[src/rtl/lcm_report_gen_pkg.sv]
// Shared TSMP constants, frame header codes, FSM encodings and the frame word builder
// for the local-control-management state reporter.
package lcm_report_gen_pkg;

   localparam logic [15:0] TSMP_ETHERTYPE            = 16'hFF01;
   localparam logic [7:0]  TSMP_SUBTYPE_STATE_REPORT = 8'h05;

   localparam logic [1:0]  HDR_HEAD = 2'b01;
   localparam logic [1:0]  HDR_BODY = 2'b11;
   localparam logic [1:0]  HDR_TAIL = 2'b10;

   localparam logic [1:0]  ST_IDLE = 2'd0;
   localparam logic [1:0]  ST_REQ  = 2'd1;
   localparam logic [1:0]  ST_SEND = 2'd2;

   typedef struct packed {
      logic [47:0] dmac;
      logic [47:0] smac;
      logic [11:0] dev_id;
      logic [31:0] tx_pkt_cnt;
      logic [31:0] rx_pkt_cnt;
      logic [31:0] err_cnt;
      logic [31:0] local_time;
   } snapshot_t;

   // Invalid-byte field is always 0: every word, including the tail, carries 16 valid bytes.
   function automatic logic [133:0] build_word(input logic [1:0]  idx,
                                               input snapshot_t   snap,
                                               input logic [7:0]  seq,
                                               input logic [15:0] ethertype,
                                               input logic [7:0]  subtype);
      logic [133:0] word;
      word = '0;
      case (idx)
         2'd0:    word = {HDR_HEAD, 4'h0, snap.dmac, snap.smac, ethertype, subtype, seq};
         2'd1:    word = {HDR_BODY, 4'h0, snap.tx_pkt_cnt, snap.rx_pkt_cnt,
                          snap.err_cnt, snap.local_time};
         2'd2:    word = {HDR_BODY, 4'h0, snap.dev_id, 116'd0};
         default: word = {HDR_TAIL, 4'h0, 128'd0};
      endcase
      return word;
   endfunction

endpackage

[src/rtl/lcm_report_timer.sv]
// Report period counter and the single coalescing "report pending" flag.
module lcm_report_timer
#(
   parameter int PERIOD_W = 32
) (
   input  logic                i_clk,
   input  logic                i_rst,
   input  logic                i_report_en,
   input  logic [PERIOD_W-1:0] iv_report_period,
   input  logic                i_report_trigger,
   input  logic                i_pending_clr,
   output logic                o_pending
);

   logic [PERIOD_W-1:0] cnt;
   logic [PERIOD_W-1:0] period_q;
   logic [PERIOD_W-1:0] period_eff;
   logic                run;
   logic                tc;

   // The period is sampled whenever the count restarts, so a change lands at the next wrap.
   assign run        = i_report_en && (iv_report_period != '0);
   assign period_eff = (cnt == '0) ? iv_report_period : period_q;
   assign tc         = run && (cnt == period_eff - PERIOD_W'(1));

   always_ff @(posedge i_clk or posedge i_rst) begin
      if (i_rst) begin
         cnt       <= '0;
         period_q  <= '0;
         o_pending <= 1'b0;
      end else begin
         if (cnt == '0)
            period_q <= iv_report_period;
         if (!run || tc)
            cnt <= '0;
         else
            cnt <= cnt + PERIOD_W'(1);
         // A new event in the clearing cycle survives and schedules the next report.
         o_pending <= tc | i_report_trigger | (o_pending & ~i_pending_clr);
      end
   end

endmodule

[src/rtl/lcm_report_gen.sv]
// LCM state reporter: snapshots status when a report is pending, requests the mux,
// then streams the fixed 4-word TSMP frame one word per cycle after the grant.
//  state   | meaning
//  IDLE    | no frame in flight, waiting for pending
//  REQ     | snapshot taken, request held until ack
//  SEND    | words 0..3 on the bus, then one cleanup cycle
module lcm_report_gen
   import lcm_report_gen_pkg::*;
#(
   parameter int          PERIOD_W  = 32,
   parameter logic [15:0] ETHERTYPE = TSMP_ETHERTYPE,
   parameter logic [7:0]  SUBTYPE   = TSMP_SUBTYPE_STATE_REPORT
) (
   input  logic                i_clk,
   input  logic                i_rst,
   input  logic                i_report_en,
   input  logic [PERIOD_W-1:0] iv_report_period,
   input  logic                i_report_trigger,
   input  logic [47:0]         iv_dmac,
   input  logic [47:0]         iv_smac,
   input  logic [11:0]         iv_dev_id,
   input  logic [31:0]         iv_tx_pkt_cnt,
   input  logic [31:0]         iv_rx_pkt_cnt,
   input  logic [31:0]         iv_err_cnt,
   input  logic [31:0]         iv_local_time,
   output logic                o_data_lcm_req,
   input  logic                i_data_lcm_ack,
   output logic [133:0]        ov_data_lcm,
   output logic                o_report_busy,
   output logic [15:0]         ov_report_cnt
);

   logic [1:0]  state;
   logic [1:0]  word_idx;
   logic [7:0]  seq;
   snapshot_t   snap;
   logic        pending;
   logic        pending_clr;

   assign pending_clr = (state == ST_IDLE) && pending;

   lcm_report_timer #(.PERIOD_W(PERIOD_W)) u_timer (
      .i_clk            (i_clk),
      .i_rst            (i_rst),
      .i_report_en      (i_report_en),
      .iv_report_period (iv_report_period),
      .i_report_trigger (i_report_trigger),
      .i_pending_clr    (pending_clr),
      .o_pending        (pending)
   );

   always_ff @(posedge i_clk or posedge i_rst) begin
      if (i_rst) begin
         state          <= ST_IDLE;
         word_idx       <= 2'd0;
         seq            <= 8'd0;
         snap           <= '0;
         o_data_lcm_req <= 1'b0;
         ov_data_lcm    <= '0;
         o_report_busy  <= 1'b0;
         ov_report_cnt  <= 16'd0;
      end else begin
         case (state)
            ST_IDLE: begin
               if (pending) begin
                  snap <= '{dmac: iv_dmac, smac: iv_smac, dev_id: iv_dev_id,
                            tx_pkt_cnt: iv_tx_pkt_cnt, rx_pkt_cnt: iv_rx_pkt_cnt,
                            err_cnt: iv_err_cnt, local_time: iv_local_time};
                  o_data_lcm_req <= 1'b1;
                  o_report_busy  <= 1'b1;
                  state          <= ST_REQ;
               end
            end
            ST_REQ: begin
               if (i_data_lcm_ack) begin
                  o_data_lcm_req <= 1'b0;
                  ov_data_lcm    <= build_word(2'd0, snap, seq, ETHERTYPE, SUBTYPE);
                  word_idx       <= 2'd1;
                  state          <= ST_SEND;
               end
            end
            ST_SEND: begin
               // word_idx wraps to 0 after the tail, marking the cleanup cycle.
               if (word_idx == 2'd0) begin
                  ov_data_lcm   <= '0;
                  seq           <= seq + 8'd1;
                  ov_report_cnt <= ov_report_cnt + 16'd1;
                  o_report_busy <= 1'b0;
                  state         <= ST_IDLE;
               end else begin
                  ov_data_lcm <= build_word(word_idx, snap, seq, ETHERTYPE, SUBTYPE);
                  word_idx    <= word_idx + 2'd1;
               end
            end
            default: state <= ST_IDLE;
         endcase
      end
   end

endmodule

[config.mk]
export PLATFORM = sky130hd
export DESIGN_NAME = lcm_report_gen
export DESIGN_NICKNAME = d
export VERILOG_FILES = /design/src/rtl/lcm_report_gen_pkg.sv /design/src/rtl/lcm_report_timer.sv /design/src/rtl/lcm_report_gen.sv
export SDC_FILE = /design/constraint.sdc
export NUM_CORES = 1
export LEC_CHECK = 0
export ABC_CLOCK_PERIOD_IN_PS = 27000
export CORE_MARGIN = 1.5
export CORE_UTILIZATION = 56
export DETAILED_ROUTE_END_ITERATION = 8
export HOLD_SLACK_MARGIN = 0.1
export PLACE_DENSITY = 0.86
export RECOVER_POWER = 100
export SLEW_MARGIN = 10
export SYNTH_ARGS = -nofsm -noshare
export SYNTH_HDL_FRONTEND = slang
export SYNTH_HIERARCHICAL = 1
export SYNTH_SLANG_ARGS = --single-unit
export TNS_END_PERCENT = 30
[constraint.sdc]
create_clock -name i_clk -period 27 [get_ports i_clk]
set_input_delay 2.7 -clock i_clk [delete_from_list [all_inputs] [get_ports i_clk]]
set_output_delay 2.7 -clock i_clk [all_outputs]
set_load 0.005 [all_outputs]
**Word level (Yosys, flattened, before mapping)**

Index checks and enable logic that the tools add are counted.

- Add/subtract/negate cells: 5
- Multipliers: 0
- Div/mod/pow operators: 0
- $lt $le $gt $ge: 0
- Eq/ne operators: 9
- Shifts and indexed selects: 0
- Muxes and demuxes: 18
- Bitwise logic cells: 4
- Reduce and logical (&&, ||, !) cells: 19

Operators with widths:

| cell | count |
|---|---|
| $mux 134 | 2 |
| $pmux 134 s2 | 1 |
| $pmux 133 s2 | 1 |
| $mux 32 | 2 |
| $add 32x1->32 const B | 1 |
| $eq 32x32->1 | 1 |
| $logic_not 32->1 | 1 |
| $reduce_bool 32->1 | 1 |
| $sub 32x1->32 const B | 1 |
| $add 16x1->16 const B | 1 |
| $reduce_and 3->1 | 4 |
| $mux 2 | 5 |
| $add 8x1->8 const B | 1 |
| $ne 2x2->1 const B | 3 |
| $pmux 2 s3 | 1 |
| $reduce_and 2->1 | 3 |
| $reduce_bool 2->1 | 3 |
| $eq 2x1->1 const B | 2 |
| $eq 2x2->1 const B | 2 |
| $logic_not 2->1 | 2 |
| $pmux 1 s2 | 2 |
| $pmux 2 s2 | 1 |
| $logic_and 1x1->1 | 3 |
| $mux 1 | 3 |
| other kinds (7) | 8 |

- Flip-flop bits (word level): 465
- Bits in latches: 0
- Bits in writable memories: 0
- Bits in read-only memories: 0
- Input port bits: 273
- Word-level logic and storage cells: 72
- Memories: 0

**Logic depth before layout (Yosys ltp)**

- Depth after elaboration: 7
- Depth in mapped cells: 20
- Mapped depth without buffers: 16

**Hierarchy**

The synthesis kept the hierarchy.

By module, submodules not included:

| module | instances | cells an instance | area each (µm²) | seq. area each (µm²) |
|---|---|---|---|---|
| lcm_report_gen | 1 | 1176 | 16070.4 | 9909.5 |
| lcm_report_timer | 1 | 615 | 5327.6 | 1626.6 |

**Worst setup path after synthesis**

Ideal clock, no wire load.

- Kind: input-to-reg
- Start: input port iv_report_period[0]
- End: register u_timer.cnt[22]
- Arrival time: 5.584 ns
- Data required time: 26.855 ns
- Slack: 21.271 ns
- Stages: 13
- Path through: nand3_1 > and2_1 > ha_1 > or3b_4 > or3_4 > or4_4 > o41ai_2 > xor2_1 > nor3_1 > nand4_1 > nor4_4 > buf_6 > nor3_2

- Cells in the longest elaborated chain, start to end: 6

RTL lines:

| what | RTL line | text |
|---|---|---|
| start: declaration | lcm_report_gen.sv:17 | `input logic [PERIOD_W-1:0] iv_report_period,` |
| $mux 32 | n/a |  |
| $sub 32x1->32 | lcm_report_timer.sv:24 | `assign tc = run && (cnt == period_eff - PERIOD_W'(1));` |
| $eq 32x32->1 | lcm_report_timer.sv:24 |  |
| $logic_and 1x1->1 | lcm_report_timer.sv:24 |  |
| $logic_or 1x1->1 * | lcm_report_timer.sv:34 | `if (!run \|\| tc)` |
| $mux 32 * | lcm_report_timer.sv:34 |  |
| end signal: assignment | lcm_report_timer.sv:37 | `cnt <= cnt + PERIOD_W'(1);` |
| end: declaration | lcm_report_timer.sv:15 | `logic [PERIOD_W-1:0] cnt;` |

Mark *: on every way between the ends. The rest lies on a longest branch, timed or not.
A chain may end at the register's enable or synchronous reset.

==> run summary <==
status: finished, violations left
violated checks: max-capacitance violations, max-slew violations
RSZ-0062 raised after global routing: no
CP Max Fanout: 88
Post-Route WL: 63.6 mm
Register-to-Register Path Depth: 3
Die Y: 198 um
Final min period: 12,170 ps
R2R Setup Slk: 18,370 ps
Startpoint Class: input pin
top cell types by occurrence after synthesis: dfrtp_1 (461), mux2_2 (234), nor2_1 (214)
CTS tree: built
die area: 0.0394 mm^2
Post-Syn Area per Cell: 11.9 um^2
Crit path buffers/inverters: 5
initial drt markers: 1,055
ys flop type: dfrtp_1
# Max-Cap Violations: 12
Worst path top cell family by delay: buffers and inverters
Std-Cell Rows: 71
vias in the first global route: 16,929
non-filler cells, final: 2,713
clk buf depth: 3
fin. max-slew vios: 872
Worst Max-Slew Pin Slew: 9270 ps
Worst Setup End Kind: async pin
DIE WIDTH: 198 um
critical path arrival: 12,730 ps
Crit path required time: 27,560 ps
vias per cell: 5.98
sequential share of the synthesized area: 0.539
Synth cell types: 78
Final TNS setup: 0 ps
Post-synth EDFFs: 0
CTS resizes: 0
clk sinks: 461
Fmax achieved: 82.2 MHz
dpl hpwl: 42.3 mm
DP Cell Count: 2,616
min-delay src: snap[10]
hold path depth: 2
top-count cell post-synth: dfrtp_1
Final Power: 3.02 mW
DR DRC count: 0
Reg2Reg Capture Point: snap[212]
Worst-Skew Late Latency: 590 ps
origin of the critical flop-to-flop path: state[1]
first-pass GRT wire length: 96.8 mm
Final Setup Violations: 0
grt total ovfl: 0
total number of vias: 16,220
GRT Total Usage: 0.320
clk slew on worst S/H paths: 60 ps
Hold EP: ov_data_lcm[10]
area of the core: 0.0377 mm^2
Async S/R FF share, synth: 1.00
H-tree Lvls: 2
Routed Antenna Nets: 0
DR WL/cell: 23.4 um
Synth area leaders: dfrtp_1 (54%), mux2_2 (12%), nor2_1 (3.8%)
number of synthesized register bits: 461
GP Congestion: 0.938
initial antenna violation count: 11
fin crit share: 0.451
layout cells sized above 1: 0.163
Initial Utilization: 0.568
setup bufs post-CTS: 0
PortBufs: 420
cell type with the largest total area after synthesis: dfrtp_1
Post-Syn Instances: 1,791
DR pass1 iterations: 6
layout overhead on the synthesized area: 25.4%
worst vdd ir: 95.9 uV
Pleak: 11.1 nW
Ports: 425
Final Hold Viols: 0
CTS Buf Count: 48
Synth Cell Area: 0.0214 mm^2
largest net degree at the start of global routing: 167
crit-path most repeated cell: clkbuf_1
CP peak stage delay: 3300 ps
kind of critical path: input pin to async pin
area share of the largest cell type after synthesis: 0.539
Clock Tree Root: clkbuf_16
Slowest cell on crit path: clkbuf_1
Slew HR: -5.18
yosys warns: 6
min-delay worst type: flop to flop
Layout Utilization: 0.713
post-layout net count: 2,436
clock skew: 18.8 ps
Hold Buf Count CTS: 0
Power Density: 112 mW/mm^2
crit path cell chain: dlygate4sd3_1 -> clkinvlp_2 -> clkbuf_1 -> clkbuf_1 -> buf_4
area by class of cell:
| cell class | count | area [um^2] |
|---|---|---|
| flip-flops and latches | 461 | 11500 |
| fillers | 2602 | 10800 |
| inverters | 18 | 68.8 |
| diodes | 12 | 30.0 |
| multi-input cells | 1190 | 8640 |
| repair buffers | 436 | 4290 |
| clock buffers | 75 | 1480 |
| clock inverters | 10 | 148 |
| well taps | 511 | 639 |
through the flow:
| stage | worst slack [ps] | hold WS, ps | area, um^2 |
|---|---|---|---|
| 2_1_floorplan | 13290 | 432 | 21400 |
| 3_3_place_gp | 20240 | 441 | 25600 |
| 3_5_place_dp | 20180 | 449 | 25600 |
| 4_1_cts | 20790 | 475 | 27200 |
| 5_1_grt | 12860 | 491 | 26800 |
| 6_report | 14830 | 468 | 26800 |
worst register-to-register path, delay by kind of cell (launching register included):
kind	cells	cell delay, ps
buffers and inverters	1	6400
and+or+nand+nor	1	290
DFF	1	480
muxes	1	1360
sequential cells by signal (all words and copies together), names as in the netlist:
register,flops
ov_report_cnt,16
snap,236
u_timer/cnt,32
ov_data_lcm,130
o_data_lcm_req,1
seq,8
u_timer/period_q,32
state,2
word_idx,2
o_report_busy,1
u_timer/o_pending,1
per-layer routing:
metal | vias up | global-route usage | part of all wire
met2 | 672 | 0.530 | 0.49
met1 | 8175 | 0.382 | 0.38
met3 | 216 | 0.0829 | 0.077
li1 | 7149 | - | -
met4 | 8 | 0.180 | 0.056
met5 | - | 0 | 0.00097
power breakdown:
group          internal, mW  switching [mW]
clock                 0.397           0.277
combinational         0.629           0.520
sequential             1.00           0.191
cells in the final DEF, fill, tap and decap left out, types with 5 or more instances in the layout:
| master | n |
|---|---|
| dfrtp_1 | 461 |
| dlygate4sd3_1 | 252 |
| mux2_2 | 231 |
| nor2_1 | 215 |
| clkdlybuf4s50_1 | 168 |
| nand2_1 | 117 |
| a221oi_1 | 94 |
| xnor2_1 | 64 |
| o21ai_0 | 51 |
| clkbuf_16 | 49 |
| nor3_1 | 46 |
| xor2_1 | 43 |
| nand3_1 | 37 |
| nand4_1 | 22 |
| clkbuf_1 | 19 |
| inv_1 | 16 |
| clkbuf_8 | 16 |
| o21a_1 | 15 |
| or3_1 | 15 |
| nor3_2 | 15 |
| nand2b_1 | 15 |
| a22o_1 | 13 |
| a22oi_1 | 13 |
| nor4_1 | 13 |
| diode_2 | 12 |
| and3_1 | 12 |
| mux2i_1 | 12 |
| or4_1 | 12 |
| o211ai_1 | 12 |
| ha_1 | 8 |
| and4_1 | 7 |
| a21oi_1 | 7 |
| buf_4 | 7 |
| mux2_1 | 6 |
| nor4_2 | 6 |
| o22ai_1 | 6 |
| nor3b_1 | 5 |
| nand3b_1 | 5 |
worst max-delay path by stage:
stage | start | to | slack (ps) | cells past startpoint
after global placement | iv_report_period[0] | u_timer/cnt[1] | 20240 | 14
after floorplan | i_rst | o_data_lcm_req | 13290 | 1
after detailed placement | iv_report_period[0] | u_timer/cnt[1] | 20180 | 14
final | i_rst | snap[181] | 14830 | 5
after CTS | iv_report_period[0] | u_timer/cnt[23] | 20790 | 14
after global routing | i_rst | snap[90] | 12860 | 5
logic make-up after synthesis:
family	after synthesis	share of synthesized area
and+or+nand+nor	579	0.145
DFF	461	0.539
muxes	249	0.130
AOI/OAI and AO/OA	243	0.0943
buffers and inverters	143	0.0423
xor gates and xnor gates	107	0.0438
adders and majority gates	8	0.00468
other	1	0.000175
Power figures use the tool's default switching activity.
